--- src/rtl/fetch_queue_unit_pkg.sv ---
// Shared types and constants for the credit-controlled fetch front end.
package fetch_queue_unit_pkg;

  localparam int PKG_XLEN = 32;
  localparam logic [PKG_XLEN-1:0] DEFAULT_NOP_INST = 32'h0000_0013;

  typedef struct packed {
    logic [PKG_XLEN-1:0] pc;
    logic [PKG_XLEN-1:0] inst;
  } fetch_entry_t;

endpackage

--- src/rtl/fetch_queue_unit_if.sv ---
// Memory request/response, redirect and decode handshake bundle of the fetch unit.
interface fetch_queue_unit_if
  import fetch_queue_unit_pkg::*;
#(
  parameter int XLEN     = PKG_XLEN,
  parameter int FQ_DEPTH = 4
);
  localparam int CW = $clog2(FQ_DEPTH + 1);

  logic            imem_req;
  logic [XLEN-1:0] imem_addr;
  logic [XLEN-1:0] imem_rdata;
  logic            redirect_valid;
  logic [XLEN-1:0] redirect_pc;
  logic            out_valid;
  logic            out_ready;
  logic [XLEN-1:0] out_pc;
  logic [XLEN-1:0] out_pc_plus_4;
  logic [XLEN-1:0] out_inst;
  logic [CW-1:0]   fq_count;

  modport slave (
    output imem_req, imem_addr, out_valid, out_pc, out_pc_plus_4, out_inst, fq_count,
    input  imem_rdata, redirect_valid, redirect_pc, out_ready
  );

  modport master (
    input  imem_req, imem_addr, out_valid, out_pc, out_pc_plus_4, out_inst, fq_count,
    output imem_rdata, redirect_valid, redirect_pc, out_ready
  );

endinterface

--- src/rtl/fetch_queue_unit_fifo.sv ---
// In-order queue of fetched {pc, inst} entries; synchronous clear wins over push.
module fetch_queue_unit_fifo
  import fetch_queue_unit_pkg::*;
#(
  parameter int DEPTH = 4
) (
  input  logic                         clk,
  input  logic                         rst_n,
  input  logic                         clr,
  input  logic                         push,
  input  fetch_entry_t                 push_data,
  input  logic                         pop,
  output fetch_entry_t                 head,
  output logic [$clog2(DEPTH+1)-1:0]   count,
  output logic                         empty
);
  localparam int AW = $clog2(DEPTH);
  localparam int CW = $clog2(DEPTH + 1);

  fetch_entry_t  mem_q [DEPTH];
  fetch_entry_t  mem_d [DEPTH];
  logic [AW-1:0] wr_ptr_q, wr_ptr_d, rd_ptr_q, rd_ptr_d;
  logic [CW-1:0] count_q, count_d;
  logic          full, do_push, do_pop;

  assign empty = (count_q == '0);
  assign full  = (count_q == CW'(DEPTH));
  assign count = count_q;
  assign head  = mem_q[rd_ptr_q];

  always_comb begin
    mem_d    = mem_q;
    wr_ptr_d = wr_ptr_q;
    rd_ptr_d = rd_ptr_q;
    count_d  = count_q;
    do_pop   = pop && !empty;
    do_push  = push && (!full || do_pop);
    if (clr) begin
      wr_ptr_d = '0;
      rd_ptr_d = '0;
      count_d  = '0;
    end else begin
      if (do_push) begin
        mem_d[wr_ptr_q] = push_data;
        wr_ptr_d        = wr_ptr_q + AW'(1);
      end
      if (do_pop) rd_ptr_d = rd_ptr_q + AW'(1);
      count_d = count_q + CW'(do_push) - CW'(do_pop);
    end
  end

  always_ff @(posedge clk or negedge rst_n) begin
    if (!rst_n) begin
      for (int i = 0; i < DEPTH; i++) mem_q[i] <= '0;
      wr_ptr_q <= '0;
      rd_ptr_q <= '0;
      count_q  <= '0;
    end else begin
      mem_q    <= mem_d;
      wr_ptr_q <= wr_ptr_d;
      rd_ptr_q <= rd_ptr_d;
      count_q  <= count_d;
    end
  end

  // The issue credit makes a push into a full, non-draining queue impossible.
  always @(posedge clk) begin
    if (rst_n && !clr) assert (!(push && full && !do_pop));
  end

endmodule

--- src/rtl/fetch_queue_unit.sv ---
// Fetch front end: PC register, in-flight latency pipe and credit-gated issue feeding the fetch queue.
module fetch_queue_unit
  import fetch_queue_unit_pkg::*;
#(
  parameter int              XLEN         = PKG_XLEN,
  parameter int              FQ_DEPTH     = 4,
  parameter int              IMEM_LATENCY = 1,
  parameter logic [XLEN-1:0] RESET_PC     = '0,
  parameter logic [XLEN-1:0] NOP_INST     = DEFAULT_NOP_INST
) (
  input logic               clk,
  input logic               reset_n,
  fetch_queue_unit_if.slave bus
);
  localparam int CW = $clog2(FQ_DEPTH + 1);
  localparam int SW = 16;

  logic [IMEM_LATENCY-1:0] slot_v_q, slot_v_d;
  logic [XLEN-1:0]         slot_pc_q [IMEM_LATENCY];
  logic [XLEN-1:0]         slot_pc_d [IMEM_LATENCY];
  logic [XLEN-1:0]         fetch_pc_q, fetch_pc_d;
  logic [XLEN-1:0]         last_pc_q, last_pc_d;
  logic [SW-1:0]           inflight, credit_use;
  logic                    issue, pop, push, fifo_empty;
  logic [CW-1:0]           count;
  fetch_entry_t            head, ret_entry;
  logic [XLEN-1:0]         out_pc;

  assign pop       = !fifo_empty && bus.out_ready;
  assign push      = slot_v_q[IMEM_LATENCY-1];
  assign ret_entry = '{pc: slot_pc_q[IMEM_LATENCY-1], inst: bus.imem_rdata};

  fetch_queue_unit_fifo #(.DEPTH(FQ_DEPTH)) u_fifo (
    .clk       (clk),
    .rst_n     (reset_n),
    .clr       (bus.redirect_valid),
    .push      (push),
    .push_data (ret_entry),
    .pop       (pop),
    .head      (head),
    .count     (count),
    .empty     (fifo_empty)
  );

  always_comb begin
    inflight = '0;
    for (int i = 0; i < IMEM_LATENCY; i++) inflight = inflight + SW'(slot_v_q[i]);
    // Queued + in-flight - leaving this cycle must stay below depth for a new request.
    credit_use = SW'(count) + inflight - SW'(pop);
    issue      = reset_n && !bus.redirect_valid && (credit_use < SW'(FQ_DEPTH));

    slot_v_d[0]  = issue;
    slot_pc_d[0] = fetch_pc_q;
    for (int i = 1; i < IMEM_LATENCY; i++) begin
      slot_v_d[i]  = slot_v_q[i-1] && !bus.redirect_valid;
      slot_pc_d[i] = slot_pc_q[i-1];
    end

    fetch_pc_d = fetch_pc_q;
    if (bus.redirect_valid) fetch_pc_d = bus.redirect_pc;
    else if (issue)         fetch_pc_d = fetch_pc_q + XLEN'(4);

    last_pc_d = fifo_empty ? last_pc_q : head.pc;
  end

  always_ff @(posedge clk or negedge reset_n) begin
    if (!reset_n) begin
      slot_v_q <= '0;
      for (int i = 0; i < IMEM_LATENCY; i++) slot_pc_q[i] <= '0;
      fetch_pc_q <= RESET_PC;
      last_pc_q  <= RESET_PC;
    end else begin
      slot_v_q   <= slot_v_d;
      slot_pc_q  <= slot_pc_d;
      fetch_pc_q <= fetch_pc_d;
      last_pc_q  <= last_pc_d;
    end
  end

  assign out_pc            = fifo_empty ? last_pc_q : head.pc;
  assign bus.imem_req      = issue;
  assign bus.imem_addr     = fetch_pc_q;
  assign bus.out_valid     = !fifo_empty;
  assign bus.out_pc        = out_pc;
  assign bus.out_pc_plus_4 = out_pc + XLEN'(4);
  assign bus.out_inst      = fifo_empty ? NOP_INST : head.inst;
  assign bus.fq_count      = count;

endmodule

--- src/flat_wrapper.sv ---
// flat-port wrapper written by rule: the top's interface ports become plain ports
module fetch_queue_unit_flat import fetch_queue_unit_pkg::*;
#(
  parameter int              XLEN         = PKG_XLEN,
  parameter int              FQ_DEPTH     = 4,
  parameter int              IMEM_LATENCY = 1,
  parameter logic [XLEN-1:0] RESET_PC     = '0,
  parameter logic [XLEN-1:0] NOP_INST     = DEFAULT_NOP_INST
)
  (clk, reset_n, bus_imem_req, bus_imem_addr, bus_out_valid, bus_out_pc, bus_out_pc_plus_4, bus_out_inst, bus_fq_count, bus_imem_rdata, bus_redirect_valid, bus_redirect_pc, bus_out_ready);
  fetch_queue_unit_if #(.XLEN(XLEN), .FQ_DEPTH(FQ_DEPTH)) bus_i ();
  input logic clk;
  input logic reset_n;
  output wire logic [$bits(bus_i.imem_req)-1:0] bus_imem_req;
  output wire logic [$bits(bus_i.imem_addr)-1:0] bus_imem_addr;
  output wire logic [$bits(bus_i.out_valid)-1:0] bus_out_valid;
  output wire logic [$bits(bus_i.out_pc)-1:0] bus_out_pc;
  output wire logic [$bits(bus_i.out_pc_plus_4)-1:0] bus_out_pc_plus_4;
  output wire logic [$bits(bus_i.out_inst)-1:0] bus_out_inst;
  output wire logic [$bits(bus_i.fq_count)-1:0] bus_fq_count;
  input wire logic [$bits(bus_i.imem_rdata)-1:0] bus_imem_rdata;
  input wire logic [$bits(bus_i.redirect_valid)-1:0] bus_redirect_valid;
  input wire logic [$bits(bus_i.redirect_pc)-1:0] bus_redirect_pc;
  input wire logic [$bits(bus_i.out_ready)-1:0] bus_out_ready;
  assign bus_imem_req = bus_i.imem_req;
  assign bus_imem_addr = bus_i.imem_addr;
  assign bus_out_valid = bus_i.out_valid;
  assign bus_out_pc = bus_i.out_pc;
  assign bus_out_pc_plus_4 = bus_i.out_pc_plus_4;
  assign bus_out_inst = bus_i.out_inst;
  assign bus_fq_count = bus_i.fq_count;
  assign bus_i.imem_rdata = bus_imem_rdata;
  assign bus_i.redirect_valid = bus_redirect_valid;
  assign bus_i.redirect_pc = bus_redirect_pc;
  assign bus_i.out_ready = bus_out_ready;
  fetch_queue_unit #(.XLEN(XLEN), .FQ_DEPTH(FQ_DEPTH), .IMEM_LATENCY(IMEM_LATENCY), .RESET_PC(RESET_PC), .NOP_INST(NOP_INST)) u_core (.clk(clk), .reset_n(reset_n), .bus(bus_i));
endmodule
--- config.mk ---
export PLATFORM = sky130hd
export DESIGN_NAME = fetch_queue_unit_flat
export DESIGN_NICKNAME = d
export VERILOG_FILES = /design/src/rtl/fetch_queue_unit_pkg.sv /design/src/rtl/fetch_queue_unit_if.sv /design/src/rtl/fetch_queue_unit_fifo.sv /design/src/rtl/fetch_queue_unit.sv /design/src/flat_wrapper.sv
export SDC_FILE = /design/constraint.sdc
export NUM_CORES = 1
export LEC_CHECK = 0
export BUFFER_PORTS_ARGS = -buffer_cell sky130_fd_sc_hd__buf_2
export CORE_MARGIN = 2
export CORE_UTILIZATION = 50
export CTS_CLUSTER_SIZE = 10
export DETAILED_ROUTE_END_ITERATION = 12
export PLACE_DENSITY = 0.79
export SYNTH_ARGS = -nofsm -noshare
export SYNTH_HDL_FRONTEND = slang
export SYNTH_SLANG_ARGS = --single-unit
export TNS_END_PERCENT = 30
--- constraint.sdc ---
create_clock -name clk -period 6 [get_ports clk]
set_clock_uncertainty 0.05 [all_clocks]
set_input_delay 1.8 -clock clk [delete_from_list [all_inputs] [get_ports clk]]
set_output_delay 1.8 -clock clk [all_outputs]
set_load 0.01 [all_outputs]
; After elaboration in Yosys (flattened, before gate mapping)
; Index checks and enable logic that the tools add are counted.
; W data, S select, Z words.
[classes]
addsub = 8
n_lt_le_gt_ge = 4
eq_ne = 1
muxes = 15
n_bitwise = 3
reduce_logical = 15
[op_table]
columns = op, count
row1 = $bwmux W256, 1
row2 = $mux W64, 3
row3 = $bmux W64 S2, 1
row4 = $demux W64 S2, 1
row5 = $mux W32, 4
row6 = $add A32 B3 Y32 const B, 2
row7 = $lt A16 B3 Y1 const B, 1
row8 = $sub A16 B1 Y16, 1
row9 = $mux W2, 4
row10 = $ge A3 B3 Y1 const B, 2
row11 = $logic_and A1 B1 Y1, 6
row12 = $not A2 Y3, 2
row13 = $reduce_bool A2 Y1, 3
row14 = $add A2 B1 Y2 const B, 2
row15 = $add A3 B1 Y4, 1
row16 = $add A3 B1 Y3, 1
row17 = $eq A3 B3 Y1 const B, 1
row18 = $logic_not A1 Y1, 3
row19 = $logic_not A3 Y1, 1
row20 = $lt A3 B1 Y1 const B, 1
row21 = $mux W3, 1
row22 = $sub A3 B1 Y3, 1
row23 = $reduce_and A2 Y1, 1
row24 = $logic_or A1 B1 Y1, 1
row25 = $not A1 Y1, 1
[totals]
register_bits = 360
inputBits = 68
output_inout_bits = 133

; Longest topological paths before layout
[logic_depth]
word_depth = 9
depth_mapped = 14
ltp_nobuf = 12

; Modules after synthesis
; Synthesis repeated with hierarchy kept, for this count alone.
[hier_totals]
cells_unflattened = 1150
area_unflattened_um2 = 17362.9
[by_module_without_submodules]
columns = module, instances, cells_per_inst, area_per_inst_um2, seq_area_each_um2
row1 = fetch_queue_unit_fifo, 1, 664, 12214.2, 6581.3
row2 = fetch_queue_unit, 1, 486, 5148.7, 2427.3

; Least setup slack after synthesis
; OpenSTA, ideal clock, no wires.
[synth_path]
path_type = flip-flop to output port
start = register u_core.u_fifo.count_q[1], in the netlist u_core.u_fifo.count[1]
end = output bus_out_pc_plus_4[22]
t_arrival_ps = 3347
required_time_ps = 4150
slack_ps = 803
stages_incl_launch_ff = 15
cell_sequence = dfrtp_1 nor3_2 inv_2 buf_2 buf_1 clkbuf_1 clkbuf_1 nand2_1 nand2_1 ha_1 inv_1 a211oi_4 nand4_2 a221o_1 xnor2_1
[synth_via]
elab_chain_cells = 3
[synth_lines]
columns = element, line_no
row1 = start: declaration, fetch_queue_unit_fifo.sv:23  ; logic [CW-1:0] count_q, count_d;
row2 = start signal: assignment, fetch_queue_unit_fifo.sv:62  ; count_q <= count_d;
row3 = $logic_not A3 Y1, fetch_queue_unit_fifo.sv:26  ; assign empty = (count_q == '0);
row4 = $mux W32, -
row5 = via bus_out_pc[3], flat_wrapper.sv:17  ; output wire logic [$bits(bus_i.out_pc)-1:0] bus_out_pc;
row6 = $add A32 B3 Y32, fetch_queue_unit.sv:85  ; assign bus.out_pc_plus_4 = out_pc + XLEN'(4);
row7 = end: declaration, flat_wrapper.sv:18  ; output wire logic [$bits(bus_i.out_pc_plus_4)-1:0] bus_out_pc_plus_4;
; The timed path passes the listed nets, and every way through them passes these cells.

; Final worst setup path
[layout_path]
start = register u_core.u_fifo.count_q[2], in the netlist u_core.u_fifo.count[2]
end = output bus_out_pc_plus_4[22]
[layout_via]
elab_chain_cells = 3
[layout_lines]
columns = element, line_no
row1 = $logic_not A3 Y1, fetch_queue_unit_fifo.sv:26
row2 = $mux W32, -
row3 = $add A32 B3 Y32, fetch_queue_unit.sv:85
; No other way between the ends.

==> impl_metrics.toml <==
[finish]
final_cell_mix = "358 x dfrtp_1, 238 x mux2_2, 199 x buf_2"
final_common_cell = "dfrtp_1"
final_util_pct = 58.6
fin_cells = 1844
fill_cells = 2540
nNetsFinal = 1473
layout-drive-gt1-share_pct = 42.0
area_delta_synth_final_pct = 16.2
final_area_um2 = 18900

[placed_design]
globalplace.congestion = 0.913
portBuffers = 200
place_inst = 1790
postPlaceCellArea_um2 = 17800
dp_hpwl_mm = 24.5
post-place-ws_ns = 1.05

[detailed_routing]
m1WireLength_mm = 16.3
viasPerCell = 5.73
routed_wl_mm = 37.0
drt_first_iter_violations = 727
drc = 0
vias = 10600
dr.pass1.iters = 5
top_layer = "met4"
route.met2.wl_mm = 17.7
ant_nets = 0
avgRoutedWirePerCell_um = 20.1
route.met3.wl_mm = 2.11

[power_and_ir_drop]
power.density_nw_per_um2 = 488
irDropWorstVdd_mv = 0.251
power_leakage_nw = 9.24
total_power_mw = 9.23

[logic_synthesis]
synth_edf_count = 0
ys_ff_latch = 360
syn_avg_cell_area_um2 = 13.6
synth_cell_types = 52
async_flop_share_pct = 100
syn-cell-area_um2 = 16300
synth_nets = 1276
syn_inst = 1195
yosys_warnings = 0
synth_flop_cell = "dfrtp_1"
ys_seq_area_share_pct = 55.3

[grt]
antenna_found_initial = 1
grt_max_degree = 154
overflow = 0
grt_pass1_wl_mm = 59.8
grt_pass1_vias = 10900
track_usage_pct = 22.4

[cts]
root_buffer = "clkbuf_16"
cts.sinks = 360
cts_setup_buffers = 0
cts_hold_repair.buffers = 0
cts_made_buffers = 42
clk_pin_slew_ns = 0.05
clk_latency_ns = 0.52
cts_resized = 0
cts_tree = "done"
cts.path.max_buffers = 3
cts_max_level = 2

[floorplanning]
dieArea_um2 = 34000
core_area_um2 = 32300
start_util_pct = 50.5
dieWidth_um = 185
io_pins = 201
rows = 66
die_y_um = 185

[setup_path]
crit_slowest_cell = "dfrtp_1"
worstReg2RegEnd = "u_core.u_fifo.mem_q[38]"
max_stage_delay_ns = 0.46
r2r-start = "u_core.u_fifo.count[2]"
worstPathMaxFanout = 43
crit_chain = "nor3_4, buf_4, nand2_1, nand2_1, ha_1, inv_1, a211oi_4, nand4_2, a221o_1, xnor2_1, buf_2"
startpoint_type = "register"
reg2reg_slack_ns = 2.90
crit_arrival_ns = 3.67
cp.required_ns = 4.15
end_kind = "output port"
cp_common_cell = "nand2_1"
reg2reg_depth = 6
critPathKind = "reg -> out"

[min_path]
hold_depth = 0
holdPathEnd = "u_core.slot_pc_q[1]"
min_from = "u_core.bus.imem_addr[1]"
min_path_type = "reg -> reg"

[status]
outcome = "complete, no violations"

[sta]
finalSetupViolCount = 0
worstMarginPinSlew_ns = 0.982
achievable-frequency_ghz = 0.181
finalHoldViolations = 0
max_slew_margin_pct = 33.9
fin_hold_ws_ns = 0.356
finalWorstSetupSlack_ns = 0.482
min_period_ns = 5.52
final.period_utilization_pct = 92.0
rsz0062_at_grt = "false"
tns_ns = 0
finalMaxSlewViolations = 0

[job]
maxCapViolations = 0
-- cells in the mapped netlist (16+ instances only) --
cell / instances / area, µm²
mux2_1: 20 / 225
nand4_1: 18 / 113
buf_2: 36 / 180
and2_1: 33 / 206
clkbuf_1: 21 / 78.8
nand2_1: 135 / 507
inv_1: 24 / 90.1
nor2_1: 31 / 116
xnor2_1: 16 / 140
mux2_2: 238 / 2680
nand3_1: 24 / 120
mux4_2: 61 / 1370
dfrtp_1: 360 / 9010
o21ai_0: 30 / 150
xor2_1: 17 / 149
-- cell families after synthesis --
group | count (synthesis) | share of synthesized area, %
compound gates | 83 | 3.58
xor+xnor | 33 | 1.77
fa+ha+maj | 13 | 1.04
buf+inv | 91 | 2.53
flops | 360 | 55.3
mux | 331 | 27.3
simple gates | 284 | 8.47
-- flip-flops by register name, indices dropped and copies added, names as in the netlist --
name	count
u_core.slot_pc_q	32
u_core.bus.imem_addr	32
u_core.u_fifo.mem_q	256
u_core.u_fifo.count	3
u_core.last_pc_q	32
u_core.u_fifo.rd_ptr_q	2
u_core.u_fifo.wr_ptr_q	2
u_core.push	1
-- worst max-delay path, delay by kind of cell (launching register included) --
family          cells  cell delay (ns)
compound gates      2             0.72
xor+xnor            1             0.14
fa+ha+maj           1             0.22
buf+inv             3             0.69
flops               1             0.46
simple gates        4             0.92
-- how the worst max path moves through the flow --
stage,from,to,slack [ns],depth (start not counted)
after floorplan,u_core.u_fifo.count[1],bus_out_pc_plus_4[22],0.80,14
after CTS,u_core.u_fifo.count[2],bus_out_pc_plus_4[22],0.51,11
after detailed placement,u_core.u_fifo.count[2],bus_out_pc_plus_4[22],1.05,11
final,u_core.u_fifo.count[2],bus_out_pc_plus_4[22],0.48,11
after global routing,u_core.u_fifo.count[2],bus_out_pc_plus_4[26],0.25,11
after global placement,bus_out_ready,bus_imem_req,1.10,9
-- layout make-up --
type                       instances  area [µm²]  share of cell area [%]
multi-input combinational        744        6890                    36.4
tap                              442         553                    2.92
antenna                            1        2.50                  0.0132
inverter                          26        97.6                   0.515
sequential                       360        9010                    47.6
timing repair buffer             218        1210                    6.38
clock inverter                     3        58.8                   0.311
clock buffer                      50        1110                    5.87
-- where the power goes --
group / internal [mW] / total [mW] / switching, mW
combinational: 1.58 / 3.47 / 1.89
sequential: 3.06 / 3.52 / 0.460
clock: 1.34 / 2.24 / 0.907
-- metal layers --
metal  GRT usage [%]  up-vias
met1            31.3     5446
met2            36.3      368
met3            3.60       61
met5               0        -
li1                -     4687
met4            6.94        0
Note: power is estimated with default switching activity, not from simulation.
